`src/rtl/rst_seq_pkg.sv`:
```
// Shared types and constants for the rst_seq reset sequencer.
package rst_seq_pkg;

    // Sequencer phases
    typedef enum logic [1:0] {
        SYNC    = 2'd0,
        RELEASE = 2'd1,
        RUN     = 2'd2,
        HOLD    = 2'd3
    } state_e;

    // Encodings reported on rst_cause
    localparam logic [1:0] CAUSE_EXT = 2'b00;
    localparam logic [1:0] CAUSE_SW  = 2'b01;
    localparam logic [1:0] CAUSE_WDT = 2'b10;

    // Larger of two integers, used to size the shared phase counter
    function automatic int max_int(input int a, input int b);
        return (a > b) ? a : b;
    endfunction

endpackage

```
`src/rtl/rst_seq_sync.sv`:
```
// rst_sync: two-flop synchronizer for the board reset.
// Reset asserts asynchronously (both flops cleared), and the release
// ripples through two flops so that the deassertion seen by the local
// logic is aligned to clk_i.
module rst_sync (
    input  logic clk_i,
    input  logic rst_i,
    output logic sync_o
);

    logic [1:0] sync_q;

    // Shift a constant 1 through the chain once the external reset drops
    always_ff @(posedge clk_i or posedge rst_i) begin
        if (rst_i) begin
            sync_q <= 2'b00;
        end else begin
            sync_q <= {sync_q[0], 1'b1};
        end
    end

    assign sync_o = sync_q[1];

endmodule

```
`src/rtl/rst_seq.sv`:
```
// rst_seq: staged reset sequencer for one clock domain.
// The board reset asserts every stage asynchronously; release is
// synchronized, then the stages drop one at a time, STAGE_DELAY cycles
// apart, lowest bit first. In RUN, software (sw_rst_req) can re-reset
// the domain, holding all stages for SWRST_MIN cycles before the staged
// release runs again.
// Optional watchdog: define RST_SEQ_WDT_EN to enable it. Without that
// macro the wdt_kick input is accepted but ignored.
module rst_seq
    import rst_seq_pkg::*;
#(
    parameter int NUM_STAGES  = 4,
    parameter int STAGE_DELAY = 256,
    parameter int SWRST_MIN   = 16,
    parameter int WDT_WIDTH   = 24
) (
    input  logic                  clk,
    input  logic                  rst,
    input  logic                  sw_rst_req,
    input  logic                  wdt_kick,
    output logic [NUM_STAGES-1:0] rst_out,
    output logic                  rst_done,
    output logic [1:0]            rst_cause
);

    // One counter serves both the inter-stage gap and the software hold
    localparam int CNT_W = $clog2(max_int(STAGE_DELAY, SWRST_MIN)) + 1;
    localparam logic [CNT_W-1:0] SD_LAST = CNT_W'(STAGE_DELAY - 1);
    localparam logic [CNT_W-1:0] SM_LAST = CNT_W'(SWRST_MIN - 1);

    state_e                state_q;
    logic [CNT_W-1:0]      cnt_q;
    logic [NUM_STAGES-1:0] rst_out_q;
    logic [NUM_STAGES-1:0] stage_d;
    logic                  rst_done_q;
    logic [1:0]            cause_q;
    logic                  sync_rel;
    logic                  wdt_expire;

    rst_sync u_sync (
        .clk_i  (clk),
        .rst_i  (rst),
        .sync_o (sync_rel)
    );

    // Stages clear from bit 0 upward, so releasing the lowest asserted
    // bit is a left shift of the current mask.
    assign stage_d = rst_out_q << 1;

`ifdef RST_SEQ_WDT_EN
    localparam logic [WDT_WIDTH-1:0] WDT_LAST = {WDT_WIDTH{1'b1}} - WDT_WIDTH'(1);

    logic [WDT_WIDTH-1:0] wdt_q;
    logic [WDT_WIDTH-1:0] wdt_d;

    // Count only while in RUN; any other phase (including the entry edge) holds zero
    always_comb begin
        wdt_d = '0;
        if (state_q == RUN && !wdt_kick) begin
            wdt_d = wdt_q + WDT_WIDTH'(1);
        end
    end

    // Watchdog counter register
    always_ff @(posedge clk or posedge rst) begin
        if (rst) begin
            wdt_q <= '0;
        end else begin
            wdt_q <= wdt_d;
        end
    end

    // Expiry is the edge on which the counter reaches all ones; a kick wins
    assign wdt_expire = (state_q == RUN) && !wdt_kick && (wdt_q == WDT_LAST);
`else
    assign wdt_expire = 1'b0;

    logic unused_ok;
    assign unused_ok = &{1'b0, wdt_kick, {WDT_WIDTH{1'b0}}};
`endif

    // Sequencer FSM with registered outputs
    always_ff @(posedge clk or posedge rst) begin
        if (rst) begin
            state_q    <= SYNC;
            cnt_q      <= '0;
            rst_out_q  <= '1;
            rst_done_q <= 1'b0;
            cause_q    <= CAUSE_EXT;
        end else begin
            case (state_q)
                SYNC: begin
                    if (sync_rel) begin
                        state_q <= RELEASE;
                        cnt_q   <= '0;
                    end
                end
                RELEASE: begin
                    if (cnt_q == SD_LAST) begin
                        cnt_q     <= '0;
                        rst_out_q <= stage_d;
                        if (stage_d == '0) begin
                            state_q    <= RUN;
                            rst_done_q <= 1'b1;
                        end
                    end else begin
                        cnt_q <= cnt_q + CNT_W'(1);
                    end
                end
                RUN: begin
                    if (sw_rst_req || wdt_expire) begin
                        state_q    <= HOLD;
                        cnt_q      <= '0;
                        rst_out_q  <= '1;
                        rst_done_q <= 1'b0;
                        // Software takes priority when both fire together
                        cause_q    <= sw_rst_req ? CAUSE_SW : CAUSE_WDT;
                    end
                end
                HOLD: begin
                    // Domain stays clocked here, so no re-synchronization is needed
                    if (cnt_q == SM_LAST) begin
                        state_q <= RELEASE;
                        cnt_q   <= '0;
                    end else begin
                        cnt_q <= cnt_q + CNT_W'(1);
                    end
                end
                default: begin
                    state_q <= SYNC;
                    cnt_q   <= '0;
                end
            endcase
        end
    end

    assign rst_out   = rst_out_q;
    assign rst_done  = rst_done_q;
    assign rst_cause = cause_q;

endmodule

```
`config.mk`:
```
export PLATFORM = sky130hd
export DESIGN_NAME = rst_seq
export DESIGN_NICKNAME = d
export VERILOG_FILES = /design/src/rtl/rst_seq_pkg.sv /design/src/rtl/rst_seq_sync.sv /design/src/rtl/rst_seq.sv
export SDC_FILE = /design/constraint.sdc
export NUM_CORES = 1
export LEC_CHECK = 0
export ABC_AREA = 1
export CELL_PAD_IN_SITES_DETAIL_PLACEMENT = 2
export CELL_PAD_IN_SITES_GLOBAL_PLACEMENT = 2
export CORE_ASPECT_RATIO = 0.9
export CORE_UTILIZATION = 34
export CTS_BUF_LIST = sky130_fd_sc_hd__clkbuf_8
export DETAILED_ROUTE_END_ITERATION = 10
export PLACE_DENSITY_LB_ADDON = 0.1
export SYNTH_ARGS = -nofsm -noshare
export SYNTH_HDL_FRONTEND = slang
export SYNTH_SLANG_ARGS = --single-unit
```
`constraint.sdc`:
```
create_clock -name clk -period 2.35 [get_ports clk]
set_clock_uncertainty 0.1 [all_clocks]
set_input_delay 0.5875 -clock clk [delete_from_list [all_inputs] [get_ports clk]]
set_output_delay 0.5875 -clock clk [all_outputs]
set_load 0.02 [all_outputs]
```
==> impl_metrics.csv, run 1 <==
group,metric,value,unit
layout,fin_area,1350,um2
timing,period_minus_slack,2.27,ns
global_route,grt_pass1_vias,1022,
global_route,grt_pass1_wl,4820,um
power_and_ir_drop,leakage,0.662,nW
logic_synthesis,synthMuxAreaShare,0,%
floorplan,rows,19,
layout,fin_cells,198,
place,place.gp.congestion,0.717,
routing,drt-total-wl,2990,um
place,dpl_cell_area,1230,um2
routing,vias,957,
layout,final_net_count,169,
routing,firstDrtPassIters,4,
logic_synthesis,ys_seq_area_share,43.5,%
floorplan,dieArea,3480,um2
timing,worstMarginPinSlew,0.563,ns
routing,vias_per_cell,4.83,
logic_synthesis,synthArstFlopShare,100,%
clock_network,root_buffer,"clkbuf_8",
layout,area_growth,22.3,%
place,hpwl,2210,um
timing,slew-limit-headroom,62.5,%
clock_network,cts.sinks,19,
place,numPortBuffers,8,
clock_network,postCtsHoldBufs,0,
timing,drv_slew,0,
clock_network,cts_buffers,3,
logic_synthesis,synth-simple-area-share,24.6,%
clock_network,worst_skew_pair.late_latency,0.26,ns
routing,routedWlPerCell,15.1,um
worst_setup_path,critPathLaunchType,"flip-flop",
logic_synthesis,synth_compound_area_share,9.40,%
layout,postLayoutCoreUtil,44.1,%
floorplan,initial_utilization,36.0,%
routing,drc_errors,0,
run,cap_violations,0,
routing,drt_iter0_drc,42,
worst_setup_path,critPathMaxFanout,4,
power_and_ir_drop,power.density,1030,nW/um2
global_route,track_usage,19.1,%
floorplan,die_x,62.1,um
logic_synthesis,postSynthAreaPerCell,8.01,um2
power_and_ir_drop,peakVddDrop,596,uV
logic_synthesis,post_synth_xor_area_fraction,1.59,%
logic_synthesis,syn-num-nets,150,
logic_synthesis,synth_top_family_by_area,"simple AND/OR/NAND/NOR gates",
timing,setup_viol,0,
worst_setup_path,cp.required,2.42,ns
logic_synthesis,syn_inst,138,
logic_synthesis,synth_edf_count,0,
run_status,status,"finished clean",
floorplan,ios,11,
power_and_ir_drop,power.total,1.39,mW
global_route,overflow,0,
logic_synthesis,synthAdderAreaFrac,9.06,%
clock_network,cts_tree,"yes",
layout,drive_above_1_share,22.4,%
timing,fin_crit_sh,96.4,%
logic_synthesis,ys.warnings.count,0,
floorplan,core,3070,um2
place,place_inst,187,
timing,whs,0.257,ns
global_route,grt_max_degree,20,
layout,diodes,0,
logic_synthesis,synth-main-ff-cell,"dfrtp_1",
clock_network,clockBufferDepth,2,
clock_network,h-tree-depth,1,
min_path,hold_class,"reg2reg",
logic_synthesis,synth_area,1100,um2
worst_setup_path,end_kind,"flip-flop",
timing,fmax,441,MHz
logic_synthesis,ys_seq_elements,19,
worst_setup_path,crit_type,"reg2reg",
global_route,antenna_found_initial,0,
floorplan,die_h,56.1,um
timing,final-hold-violation-count,0,
logic_synthesis,ys_types,25,
clock_network,clk_pin_slew,0.07,ns
worst_setup_path,arrival,2.34,ns
routing,drtAntennaViolNets,0,
==> critical path, stage by stage (launching register included) <==
cell and delay, ns:
dfrtp_1 0.39, ha_2 0.20, nand2_1 0.10, nor2_2 0.16
nand2_2 0.09, nor2_4 0.11, nand2_2 0.07, nor2_2 0.14
ha_2 0.20, nor2_2 0.06, inv_2 0.06, o21ai_2 0.06
nor2_4 0.17, inv_1 0.09, a22oi_1 0.18
==> through the flow <==
step           setup WS, ns  setup TNS, ns
6_report             0.0844              0
5_1_grt             -0.0377        -0.0704
3_3_place_gp          0.139              0
2_1_floorplan         0.401              0
4_1_cts             0.00304              0
3_5_place_dp        -0.0269        -0.0399
==> where the power goes <==
group	switching [mW]	leakage, nW	internal (mW)
Combinational	0.458	0.401	0.252
Clock	0.110	0.0269	0.116
Sequential	0.0513	0.234	0.401
Total	0.619	0.662	0.770
==> cell usage after synthesis, drive strengths merged, types with 2 or more instances <==
cell type  number  share of area [%]
nand2          35                 13
inv            28                9.5
dfrtp          15                 34
nor2           12                5.0
o21ai          10                5.2
ha              8                9.1
a21oi           5                2.3
nand3           5                2.7
dfstp           4                9.5
nand4           4                2.3
a22oi           2                1.4
buf             2                1.7
conb            2               0.68
nor3            2               0.91
xor2            2                1.6
==> metal layers <==
metal / global-route usage, % / wire length, um
met5: 0 / 0
met4: 2.86 / 14
met3: 4.88 / 74
met2: 31.9 / 1580
met1: 24.9 / 1320
==> registers in the layout (all words and copies together) (netlist names) <==
register and count:
rst_out 4, state_q 2, u_sync.sync_q 2, rst_cause 1, cnt_q 9, rst_done 1
==> final timing paths <==
kind / start / end / slack, ns / cells after the start
worst max-delay path: cnt_q[1]$_DFFE_PP0P_ / rst_out[2]$_DFFE_PP1P_ / 0.08 / 14
worst min-delay path: u_sync.sync_q[0]$_DFF_PP0_ / u_sync.sync_q[1]$_DFF_PP0_ / 0.26 / 0
worst max register to register: cnt_q[1]$_DFFE_PP0P_ / rst_out[2]$_DFFE_PP1P_ / 0.08 / 14
worst min register to register: u_sync.sync_q[0]$_DFF_PP0_ / u_sync.sync_q[1]$_DFF_PP0_ / 0.26 / 0
max in group asynchronous: rst / rst_out[1]$_DFFE_PP1P_ / 1.33 / 3
min in group asynchronous: rst / cnt_q[2]$_DFFE_PP0P_ / 0.56 / 3
==> cells in the final DEF, fill, tap and decap left out <==
cell type	instances
nand2_1	29
inv_1	26
dfrtp_1	15
clkdlybuf4s50_1	8
buf_4	8
nor2_1	6
ha_1	6
nand2_2	5
a21oi_1	5
nor2_2	4
o21ai_1	4
nand3_1	4
o21ai_0	4
nand4_1	4
dfstp_2	4
inv_2	3
clkbuf_8	3
o21ai_2	2
xor2_1	2
nor2_4	2
a22oi_1	2
nor3_1	2
ha_2	2
conb_1	2
nand2_4	1
nand3_2	1
o22ai_1	1
nand3b_1	1
==> cell type report <==
class                           instances  area [um2]
Multi-Input combinational cell         89         528
Inverter                               28         105
Timing Repair Buffer                   16         140
Clock inverter                          1        3.75
Fill cell                             343        1720
Sequential cell                        19         480
Tap cell                               42        52.6
Clock buffer                            3        41.3
==> cell families (layout without fill, tap and decap cells) <==
family,count (synthesis),after routing
AOI/OAI and AO/OA,18,18
xor gates and xnor gates,2,2
adders and majority gates,8,8
buffers and inverters,30,48
DFF,19,19
other,2,2
and+or+nand+nor,59,59
==> what timing repair did <==
| action | 4_1_cts | 5_1_grt |
|---|---|---|
| hold endpoints to repair | 0 | 0 |
| setup endpoints to repair | 2 | 6 |
| pin swaps | 0 | 5 |
| setup buffers | 0 | 7 |
| resized for setup | 1 | 8 |
No activity file was read; power rests on OpenSTA's default activity.
==> run 2: changes to the inputs <==
Settings changed: SYNTH_HIERARCHICAL from default to 1.
==> impl_metrics.csv, run 2 <==
group,metric,value,unit
place,numPortBuffers,8,
power_and_ir_drop,leakage,0.725,nW
power_and_ir_drop,power.total,1.25,mW
floorplan,rows,19,
logic_synthesis,synthTopCellsByCount,"41 x nand2_1, 28 x inv_1, 15 x dfrtp_1",
layout,final_cell_mix,"39 x nand2_1, 28 x inv_1, 15 x dfrtp_1, 11 x nor2_1, 9 x nand3_1",
logic_synthesis,synth.most_common_cell,"nand2_1",
global_route,antenna_found_initial,0,
worst_setup_path,r2r_cells,14,
layout,postLayoutCoreUtil,43.4,%
worst_setup_path,max_stage_delay,0.41,ns
timing,fin_crit_sh,90.8,%
floorplan,dieArea,3570,um2
timing,setup_viol,0,
routing,vias_per_cell,4.70,
logic_synthesis,ys_types,24,
routing,drtAntennaViolNets,0,
logic_synthesis,synth_edf_count,0,
logic_synthesis,synth_area,1130,um2
clock_network,postCtsHoldBufs,0,
place,pre_cts_ws,0.136,ns
logic_synthesis,yosysTopAreaCell,"dfrtp_1",
floorplan,initial_utilization,36.4,%
worst_setup_path,critPathLaunchType,"flip-flop",
routing,drc_errors,0,
global_route,overflow,0,
place,hpwl,2220,um
global_route,track_usage,18.9,%
clock_network,clockBufferDepth,2,
place,place.gp.congestion,0.709,
routing,drt-total-wl,2910,um
worst_setup_path,cp_cell_sequence,"ha_2 > nand2_2 > nor2_2 > inv_1 > nor2_2 > nand2_2 > inv_1 > ha_2 > inv_1 > nand2_2 > o21ai_2 > nor2_4 > inv_2 > a22oi_1",
layout,diodes,0,
logic_synthesis,synthArstFlopShare,100,%
min_path,min-delay-start,"u_sync/sync_q[0]$_DFF_PP0_",
worst_setup_path,crit_family,"simple AND/OR/NAND/NOR gates",
power_and_ir_drop,peakVddDrop,508,uV
logic_synthesis,synth.area.top_cells,"dfrtp_1 33%, nand2_1 14%, dfstp_2 9.3%",
power_and_ir_drop,power.density,923,nW/um2
layout,final_net_count,175,
clock_network,cts_buffers,3,
layout,largest_reg_flops,9,
timing,drv_slew,0,
layout,fin_area,1350,um2
timing,fmax,469,MHz
logic_synthesis,synth_top_area_share,33.1,%
layout,top_register,"cnt_q",
layout,area_growth,19.1,%
logic_synthesis,ys_seq_area_share,42.4,%
routing,vias,959,
logic_synthesis,syn_inst,147,
logic_synthesis,ys.warnings.count,6,
worst_setup_path,reg2reg_to,"rst_out[2]$_DFFE_PP1P_",
clock_network,worst_skew_pair.late_latency,0.26,ns
timing,fin_ws,0.217,ns
clock_network,cts_tree,"yes",
min_path,hold_class,"reg2reg",
timing,final-hold-violation-count,0,
clock_network,clk_pin_slew,0.08,ns
worst_setup_path,cp.required,2.43,ns
layout,drive_above_1_share,19.1,%
clock_network,cts.sinks,19,
floorplan,die_h,56.8,um
floorplan,core,3110,um2
worst_setup_path,reg2reg_slack,0.22,ns
worst_setup_path,crit_type,"reg2reg",
worst_setup_path,path_buf_inv,4,
run_status,status,"finished clean",
clock_network,h-tree-depth,1,
global_route,grt_max_degree,18,
global_route,grt_pass1_wl,5180,um
run,cap_violations,0,
worst_setup_path,r2r-start,"cnt_q[0]$_DFFE_PP0P_",
logic_synthesis,ys_seq_elements,19,
place,dpl_cell_area,1270,um2
global_route,grt_pass1_vias,1075,
logic_synthesis,synth-main-ff-cell,"dfrtp_1",
floorplan,ios,11,
logic_synthesis,syn-num-nets,159,
min_path,min_path_cells,0,
timing,period_minus_slack,2.13,ns
worst_setup_path,end_kind,"flip-flop",
routing,firstDrtPassIters,2,
floorplan,die_x,62.9,um
min_path,whs_endpoint,"u_sync/sync_q[1]$_DFF_PP0_",
logic_synthesis,postSynthAreaPerCell,7.71,um2
routing,drt_iter0_drc,8,
layout,mostFrequentLayoutCell,"nand2_1",
timing,fin_tns_setup,0,ns
clock_network,root_buffer,"clkbuf_8",
worst_setup_path,slowest_stage,"dfrtp_1",
worst_setup_path,critPathMaxFanout,6,
worst_setup_path,arrival,2.21,ns
routing,routedWlPerCell,14.3,um
[run 2: repair_timing]
item / in CTS / in global routing
buffers inserted: 0 / 2
gates resized for setup: 0 / 6
endpoints found under the setup margin: 0 / 11
[run 2: how the worst max path moves through the flow]
stage                    startpoint                endpoint  cells past startpoint
2_1_floorplan  cnt_q[0]$_DFFE_PP0P_    rst_done$_DFFE_PP0P_                     15
3_3_place_gp   cnt_q[0]$_DFFE_PP0P_    rst_done$_DFFE_PP0P_                     15
3_5_place_dp   cnt_q[0]$_DFFE_PP0P_    rst_done$_DFFE_PP0P_                     15
4_1_cts        cnt_q[0]$_DFFE_PP0P_  rst_out[2]$_DFFE_PP1P_                     14
5_1_grt        cnt_q[0]$_DFFE_PP0P_    rst_done$_DFFE_PP0P_                     15
6_report       cnt_q[0]$_DFFE_PP0P_  rst_out[2]$_DFFE_PP1P_                     14
[run 2: per-layer routing]
layer | routed length [um] | vias up | track usage (%)
met4 | 28 | 0 | 3.99
met1 | 1340 | 474 | 23.6
met5 | 0 | - | 0
met2 | 1480 | 10 | 32.4
li1 | - | 471 | -
met3 | 67 | 4 | 5.08
[run 2: cells by family (layout without fill, tap and decap cells)]
| logic type | count (synthesis) | after routing | share of synthesized area, % |
|---|---|---|---|
| AO/OA/AOI/OAI | 10 | 10 | 5.85 |
| XOR/XNOR | 2 | 2 | 1.55 |
| adder cells (fa/ha/maj) | 8 | 8 | 8.83 |
| buffers and inverters | 32 | 47 | 11.1 |
| flip-flops | 19 | 19 | 42.4 |
| other | 2 | 2 | 0.662 |
| AND/OR/NAND/NOR | 74 | 74 | 29.6 |
[run 2: worst register-to-register path: stages, from the launching register on]
cell and delay, ns:
dfrtp_1 0.41, ha_2 0.21, nand2_2 0.08, nor2_2 0.10, inv_1 0.07, nor2_2 0.14
nand2_2 0.08, inv_1 0.06, ha_2 0.16, inv_1 0.05, nand2_2 0.06, o21ai_2 0.08
nor2_4 0.21, inv_2 0.06, a22oi_1 0.17
[run 2: where the power goes]
group          switching [mW]  internal (mW)
combinational           0.395          0.195
sequential             0.0421          0.377
clock                   0.118          0.118
[run 2: area by class of cell]
class / instances / area (um2)
Clock buffer: 3 / 41.3
Clock inverter: 1 / 5.00
Fill cell: 363 / 1760
Inverter: 31 / 119
Multi-Input combinational cell: 96 / 542
Sequential cell: 19 / 480
Tap cell: 42 / 52.6
Timing Repair Buffer: 12 / 110
[run 2: stage by stage]
step           hold WS [ns]  instances
3_5_place_dp          0.243        198
5_1_grt               0.274        204
6_report              0.257        204
3_3_place_gp          0.238        198
4_1_cts               0.261        202
2_1_floorplan         0.229        147
==> run 3: changes to the inputs <==
Settings changed: ABC_CLOCK_PERIOD_IN_PS from default to 2350, CORE_MARGIN from default to 4.
==> impl_metrics.csv, run 3 (same netlist as run 2, synthesis figures left out) <==
group,metric,value,unit
run_status,status,"finished clean",
global_route,antenna_found_initial,0,
global_route,grt_max_degree,18,
power_and_ir_drop,p_int,0.708,mW
floorplan,die_h,62.8,um
clock_network,clk_pin_slew,0.07,ns
worst_setup_path,reg2reg_slack,0.20,ns
worst_setup_path,crit_type,"reg2reg",
worst_setup_path,cp.required,2.39,ns
timing,drv_slew,0,
place,pre_cts_ws,0.187,ns
layout,drive_above_1_share,16.8,%
global_route,track_usage,16.2,%
worst_setup_path,reg2reg_to,"rst_done$_DFFE_PP0P_",
power_and_ir_drop,power.density,940,nW/um2
layout,final_net_count,174,
timing,fin_crit_sh,91.6,%
routing,drt-total-wl,2920,um
timing,setup_viol,0,
floorplan,ios,11,
worst_setup_path,critPathMaxFanout,6,
power_and_ir_drop,peakVddDrop,447,uV
clock_network,cts_buffers,3,
layout,final_cell_mix,"40 x nand2_1, 28 x inv_1, 15 x dfrtp_1, 12 x nor2_1, 9 x nand3_1",
place,numPortBuffers,8,
routing,drtAntennaViolNets,0,
floorplan,die_x,68.9,um
place,place.gp.congestion,0.783,
global_route,grt_pass1_vias,1096,
layout,area_growth,18.7,%
floorplan,initial_utilization,36.1,%
clock_network,worst_skew_pair.late_latency,0.26,ns
global_route,grt_pass1_wl,5330,um
timing,final-hold-violation-count,0,
clock_network,cts.sinks,19,
clock_network,postCtsHoldBufs,0,
clock_network,root_buffer,"clkbuf_8",
layout,fillers,370,
power_and_ir_drop,clkPwrFrac,19.1,%
clock_network,cts_tree,"yes",
global_route,overflow,0,
power_and_ir_drop,p_sw,0.557,mW
run,cap_violations,0,
worst_setup_path,critPathLaunchType,"flip-flop",
min_path,min_path_cells,0,
clock_network,clockBufferDepth,2,
worst_setup_path,r2r_cells,15,
clock_network,h-tree-depth,1,
floorplan,rows,19,
layout,top_register,"cnt_q",
routing,firstDrtPassIters,4,
routing,routedWlPerCell,14.4,um
layout,largest_reg_flops,9,
floorplan,core,3140,um2
worst_setup_path,crit_start,"cnt_q[0]$_DFFE_PP0P_",
layout,diodes,0,
place,hpwl,2230,um
timing,fmax,464,MHz
power_and_ir_drop,power.share.switching,44.0,%
routing,vias_per_cell,4.78,
min_path,whs_endpoint,"u_sync/sync_q[1]$_DFF_PP0_",
timing,fin_ws,0.197,ns
routing,vias,970,
power_and_ir_drop,pwr-share-seq,33.4,%
power_and_ir_drop,p_comb_share,47.6,%
floorplan,dieArea,4320,um2
routing,drt_iter0_drc,46,
worst_setup_path,end_kind,"flip-flop",
worst_setup_path,arrival,2.19,ns
worst_setup_path,r2r-start,"cnt_q[0]$_DFFE_PP0P_",
routing,drc_errors,0,
power_and_ir_drop,leakage,0.720,nW
place,place_inst,198,
layout,mostFrequentLayoutCell,"nand2_1",
min_path,min-delay-start,"u_sync/sync_q[0]$_DFF_PP0_",
layout,fin_cells,203,
timing,period_minus_slack,2.15,ns
min_path,hold_class,"reg2reg",
-- run 3: cell types whose count changed in the layout (fill, tap and decap cells not counted), sizes merged --
| cell | before | now |
|---|---|---|
| buf | 4 | 3 |
-- run 3: repair_timing --
item / CTS / global route
endpoints found under the setup margin: 0 / 11
setup buffers: 0 / 1
resized for setup: 0 / 4
-- run 3: worst max-delay path by stage --
stage,endpoint
2_1_floorplan,rst_done$_DFFE_PP0P_
3_3_place_gp,rst_done$_DFFE_PP0P_
3_5_place_dp,rst_done$_DFFE_PP0P_
4_1_cts,rst_done$_DFFE_PP0P_
5_1_grt,rst_done$_DFFE_PP0P_
6_report,rst_done$_DFFE_PP0P_
-- run 3: routing by layer --
layer  global-route usage (%)  up-vias  share of wire (%)
li1                         -      470                  -
met1                     22.2      488                 48
met2                     25.7       10                 49
met3                     3.78        2                2.4
met4                     3.65        0               0.62
met5                        0        -                  0
-- run 3: power by group through the flow --
stage          combinational, mW  sequential [mW]  clock [mW]
3_3_place_gp               0.559            0.420           0
4_1_cts                    0.592            0.419       0.251
6_report                   0.602            0.422       0.241
5_1_grt                    0.690            0.433       0.265
2_1_floorplan              0.394            0.433           0
3_5_place_dp               0.585            0.425           0
-- run 3: cell type report --
cell class	instances	area, um2	share of cell area, %
Tap cell	42	52.6	3.91
Sequential cell	19	480	35.7
Inverter	31	119	8.84
Timing Repair Buffer	11	103	7.63
Clock inverter	1	5.00	0.372
Multi-Input combinational cell	96	544	40.5
Clock buffer	3	41.3	3.07
-- run 3: metrics by stage --
step	power [mW]	utilization [%]	cell area [um2]	setup TNS [ns]	hold slack [ns]
finish	1.26	42.9	1350	0	0.261
global route	1.39	42.9	1350	-0.00393	0.293
CTS	1.26	42.1	1320	0	0.267
detailed placement	1.01	40.6	1270	0	0.248
global placement	0.980	40.6	1270	0	0.236
floorplan	0.827	-	1130	0	0.229
-- run 3: critical path, stage by stage, from the launching register on --
cell	delay, ns
dfrtp_1	0.43
ha_4	0.16
nand2_2	0.08
nor2_2	0.13
inv_1	0.06
nor2_1	0.12
nand2_1	0.10
inv_1	0.06
ha_1	0.16
inv_1	0.06
nand2_2	0.08
o21ai_2	0.08
nor2_4	0.21
nand2_2	0.07
nand2_1	0.06
o21ai_1	0.06
==> edit 1: new RTL, settings of run 3 <==
Add a define of `RST_SEQ_WDT_EN`.
--- a/src/rtl/rst_seq.sv
+++ b/src/rtl/rst_seq.sv
@@ -6,6 +6,8 @@
 // release runs again.
 // Optional watchdog: define RST_SEQ_WDT_EN to enable it. Without that
 // macro the wdt_kick input is accepted but ignored.
+`define RST_SEQ_WDT_EN
+
 module rst_seq
     import rst_seq_pkg::*;
 #(
Check against the original RTL: same outputs for any inputs over 10 cycles, from zero or initial values and one cycle with rst high; that may be too few to reach the edited logic, so the function may still have changed.
==> edit 1 against run 3 <==
First-iteration DRC count up 96%. Critical path depth is 14 lower. Via count rose by 150%. Sequential cell count up 25. Hold slack improved by 0.0057 ns. Cell area rose by 120%. Synthesized area grew 130%. Setup slack got worse by 0.0017 ns. Die area increased by 110%. Wire length increased to 2.6 times the old value. Non-clock buffer count increased by 7. Total power is 87% higher.
==> edit 1: results (changes against run 3) <==
RD Place Congestion: 0.799 (was 0.783)
n_diodes: 0 (unchanged)
Global Route met2 Usage: 27.8% (was 25.7%)
worst skew pair latency: 0.29 ns (was 0.26 ns)
crit-path max FO: 4 (was 6)
vias in the first global route: 2599 (was 1096)
final net count: 398 (was 174)
Worst EP arrival: 1.47 ns (was 2.19 ns)
delay-heaviest family, CP: buffers and inverters (was simple AND/OR/NAND/NOR gates)
slowest library cell on the worst path: clkdlybuf4s50_1 (was dfrtp_1)
Tot GR Track Use: 17.8% (was 16.2%)
worst vdd ir: 0.267 mV (was 0.447 mV)
syn nets: 378 (was 159)
PortBufs: 10 (was 8)
final wirelength: 7530 um (was 2920 um)
Hold WS: 0.266 ns (was 0.261 ns)
wire length on met3: 169 um (was 71 um)
r2r worst-path depth: 11 (was 15)
GR Layer Usage met3: 3.07% (was 3.78%)
max reg flops: 24 (was 9)
CTS Buf Count: 5 (was 3)
run status: completed (unchanged)
Detailed Place HPWL: 5950 um (was 2230 um)
layout cells sized above 1: 9.64% (was 16.8%)
dpl cell area: 2880 sq um (was 1270 sq um)
Reg-to-Reg End: rst_out[3] (was rst_done)
DR vias/cell: 4.99 (was 4.78)
Fill cells: 892 (was 370)
Largest Register: wdt_q (was cnt_q)
Worst R2R Setup Slack: 0.22 ns (was 0.20 ns)
design area: 2980 sq um (was 1350 sq um)
top layer used by detailed routing: met4 (unchanged)
Finished Layout Cells: 480 (was 203)
Metal-1 WL: 3860 um (was 1390 um)
post-synthesis sequential area ratio: 42.2% (was 42.4%)
P_sw: 0.000927 W (was 0.000557 W)
grt peak-use layer: met2 (unchanged)
first-pass GRT wire length: 13100 um (was 5330 um)
pin count of the biggest net entering global routing: 43 (was 18)
r2r startpoint: cnt_q[1] (was cnt_q[0])
worst slack, placed: 0.130 ns (was 0.187 ns)
Synth Instances: 364 (was 147)
Clock Tree Root: clkbuf_8 (unchanged)
top area cells in the synthesized netlist: dfrtp_1 (38%), nand2_1 (16%), nor2_1 (7.0%) (was dfrtp_1 (33%), nand2_1 (14%), dfstp_2 (9.3%))
H-tree depth: 2 (was 1)
dpl cells: 472 (was 198)
most common library cells after synthesis: nand2_1 (110), nor2_1 (49), inv_1 (44) (was nand2_1 (41), inv_1 (28), dfrtp_1 (15))
DR iter-0 viols: 90 (was 46)
met1 Use GR: 25.9% (was 22.2%)
crit-path max cell delay: 0.61 ns (was 0.43 ns)
met2 WL: 3420 um (was 1440 um)
## edit 1: changes by cell type after synthesis, sizes merged, moves of 3 or more
| cell | before | now |
|---|---|---|
| clkbuf | 0 | 3 |
| nor3 | 0 | 14 |
| dfrtp | 15 | 40 |
| nand4 | 3 | 12 |
| inv | 31 | 46 |
| nand3 | 10 | 23 |
| nand2 | 46 | 115 |
| o21ai | 4 | 20 |
| a21oi | 2 | 11 |
| nor2 | 15 | 53 |
## edit 1: kinds of logic after synthesis
logic type	count (synthesis)	share of synthesized area [%]
XOR/XNOR	4	1.34
other	1	0.143
buffers and inverters	51	7.64
AO/OA/AOI/OAI	36	7.59
flip-flops	44	42.2
adder cells (fa/ha/maj)	10	4.77
AND/OR/NAND/NOR	218	36.3
## edit 1: power groups by stage
stage	sequential, W	combinational, W	clock, W
finish	0.000963	0.000951	0.000456
global route	0.000982	0.00109	0.000503
CTS	0.000968	0.000956	0.000485
detailed placement	0.000982	0.000942	0
global placement	0.000977	0.000905	0
floorplan	0.00103	0.000557	0
## edit 1: cell type report
cell class / count / share of cell area, %
flip-flops and latches: 44 / 37.2
inverters: 46 / 5.80
well taps: 96 / 4.04
clock inverters: 2 / 0.294
repair buffers: 18 / 5.80
clock buffers: 5 / 2.31
multi-input cells: 269 / 44.6
## edit 1: worst max path at each step
stage / startpoint / endpoint / slack [ns]
finish: rst_out[1] / rst_out[1] / 0.19
global route: cnt_q[1] / rst_out[0] / 0.02
CTS: cnt_q[0] / rst_out[2] / 0.10
detailed placement: cnt_q[0] / rst_out[2] / 0.13
global placement: wdt_kick / cnt_q[2] / 0.24
floorplan: cnt_q[0] / rst_done / 0.15
## edit 1: timing repair
action	CTS	global route
buffers inserted	0	1
gates resized for setup	0	6
setup endpoints to repair	0	9
==> edit 2: new RTL, flow settings as in run 3 <==
Made on the original files. Re-encode `state_e` (4 states) as one-hot, 4 bits wide.
--- a/src/rtl/rst_seq_pkg.sv
+++ b/src/rtl/rst_seq_pkg.sv
@@ -2,11 +2,11 @@
 package rst_seq_pkg;
 
     // Sequencer phases
-    typedef enum logic [1:0] {
-        SYNC    = 2'd0,
-        RELEASE = 2'd1,
-        RUN     = 2'd2,
-        HOLD    = 2'd3
+    typedef enum logic [3:0] {
+        SYNC    = 4'b0001,
+        RELEASE = 4'b0010,
+        RUN     = 4'b0100,
+        HOLD    = 4'b1000
     } state_e;
 
     // Encodings reported on rst_cause
Function: same outputs for any inputs over 10 cycles, from zero or initial values and one cycle with rst high; not proved beyond that.
==> edit 2 against run 3 <==
Cell area decreased by 3.7%. Synthesized area increased by 0.11%. Setup slack improved by 0.00088 ns. Largest cell class is now sequential cells. Sequential cell count is 2 higher. Wire length down 7.8%. Non-clock buffer count shrank 2.
Power is not compared: it rests on default switching activity, and its combinational part moved more than twofold at a synthesized area within 25%.
==> edit 2: results (changes against run 3) <==
layout cells sized above 1: 20.7% (was 16.8%)
Post-CTS Setup Bufs: 0 (unchanged)
routed length per instance: 14.4 um (about the same)
first-pass GRT wire length: 4890 um (was 5330 um)
crit-path max cell delay: 0.40 ns (was 0.43 ns)
DR iter-0 viols: 25 (was 46)
slowest library cell on the worst path: dfrtp_1 (unchanged)
crit-path max FO: 6 (unchanged)
Tot GR Track Use: 14.9% (was 16.2%)
CTS clk-pin slew, worst paths: 0.08 ns
CTS-repair resized insts: 0 (unchanged)
post-synthesis sequential area ratio: 46.9% (was 42.4%)
Worst R2R Setup Slack: 0.20 ns
most common library cells after synthesis: nand2_1 (25), inv_1 (20), dfrtp_1 (16) (was nand2_1 (41), inv_1 (28), dfrtp_1 (15))
final net count: 153 (was 174)
vias in the first global route: 992 (was 1096)
Clock Tree Root: clkbuf_8 (unchanged)
Hold-fix buffers, CTS: 0 (unchanged)
H-tree depth: 1 (unchanged)
max reg flops: 9 (unchanged)
pin count of the biggest net entering global routing: 20 (was 18)
Hold Path Class: reg2reg (unchanged)
top area cells in the synthesized netlist: dfrtp_1 (35%), dfstp_2 (12%), nand2_1 (8.3%) (was dfrtp_1 (33%), nand2_1 (14%), dfstp_2 (9.3%))
Mean Syn Cell Area: 8.47 sq um (was 7.71 sq um)
Finished Layout Cells: 187 (was 203)
Reg-to-Reg End: state_q[1] (was rst_done)
DR vias/cell: 4.67 (was 4.78)
worst vdd ir: 0.294 mV
Max clock buf depth: 2 (unchanged)
syn nets: 141 (was 159)
dpl cells: 183 (was 198)
internal power: 0.000491 W
PortBufs: 8 (unchanged)
RD Place Congestion: 0.726 (was 0.783)
Detailed Place HPWL: 2070 um (was 2230 um)
Hold WS: 0.256 ns (was 0.261 ns)
Largest Register: cnt_q (unchanged)
run status: completed (unchanged)
worst slack, placed: 0.191 ns (was 0.187 ns)
Yosys warning total: 6 (unchanged)
library cells used by synthesis: 26 (was 24)
r2r worst-path depth: 12 (was 15)
r2r startpoint: cnt_q[0] (unchanged)
## edit 2: final cells by class
cell class | instances | area, sq um
fill | 388 | 1840
sequential | 21 | 532
multi-input combinational | 88 | 492
timing repair buffer | 9 | 87.6
inverter | 23 | 86.3
tap | 42 | 52.6
clock buffer | 3 | 41.3
clock inverter | 1 | 3.75
## edit 2: logic make-up after synthesis
family                   synth area share (%)
AND/OR/NAND/NOR                          29.0
buffers and inverters                    10.0
flip-flops                               46.9
AO/OA/AOI/OAI                            7.83
XOR/XNOR                                 2.32
adder cells (fa/ha/maj)                  3.31
other                                   0.662
## edit 2: per-layer routing
metal / vias to the layer above / track usage [%] / wire [um]
met5: - / 0 / 0
met2: 7 / 22.9 / 1270
met1: 430 / 20.8 / 1350
met3: 4 / 2.88 / 48
li1: 432 / - / -
met4: 0 / 4.38 / 27
## edit 2: worst max-delay path by stage
stage | slack, ns | depth (start not counted) | endpoint | startpoint
finish | 0.20 | 12 | state_q[1] | cnt_q[0]
CTS | 0.15 | 12 | state_q[1] | cnt_q[0]
floorplan | 0.57 | 12 | state_q[1] | cnt_q[0]
detailed placement | 0.19 | 12 | state_q[1] | cnt_q[0]
global placement | 0.24 | 12 | state_q[1] | cnt_q[0]
global route | 0.02 | 12 | state_q[1] | cnt_q[0]
## edit 2: per-stage QoR
step                util [%]  cell area [sq um]
floorplan                  -               1130
global placement        39.8               1250
detailed placement      39.8               1250
CTS                     41.2               1290
global route            41.3               1290
finish                  41.3               1290
## edit 2: power by group through the flow
stage / sequential [W] / combinational, W / clock [W]
after floorplan: 0.000376 / 0.0000125 / 0
after CTS: 0.000367 / 0.0000261 / 0.000249
final: 0.000367 / 0.0000252 / 0.000241
after detailed placement: 0.000374 / 0.0000261 / 0
after global placement: 0.000374 / 0.0000253 / 0
after global routing: 0.000368 / 0.0000291 / 0.000273
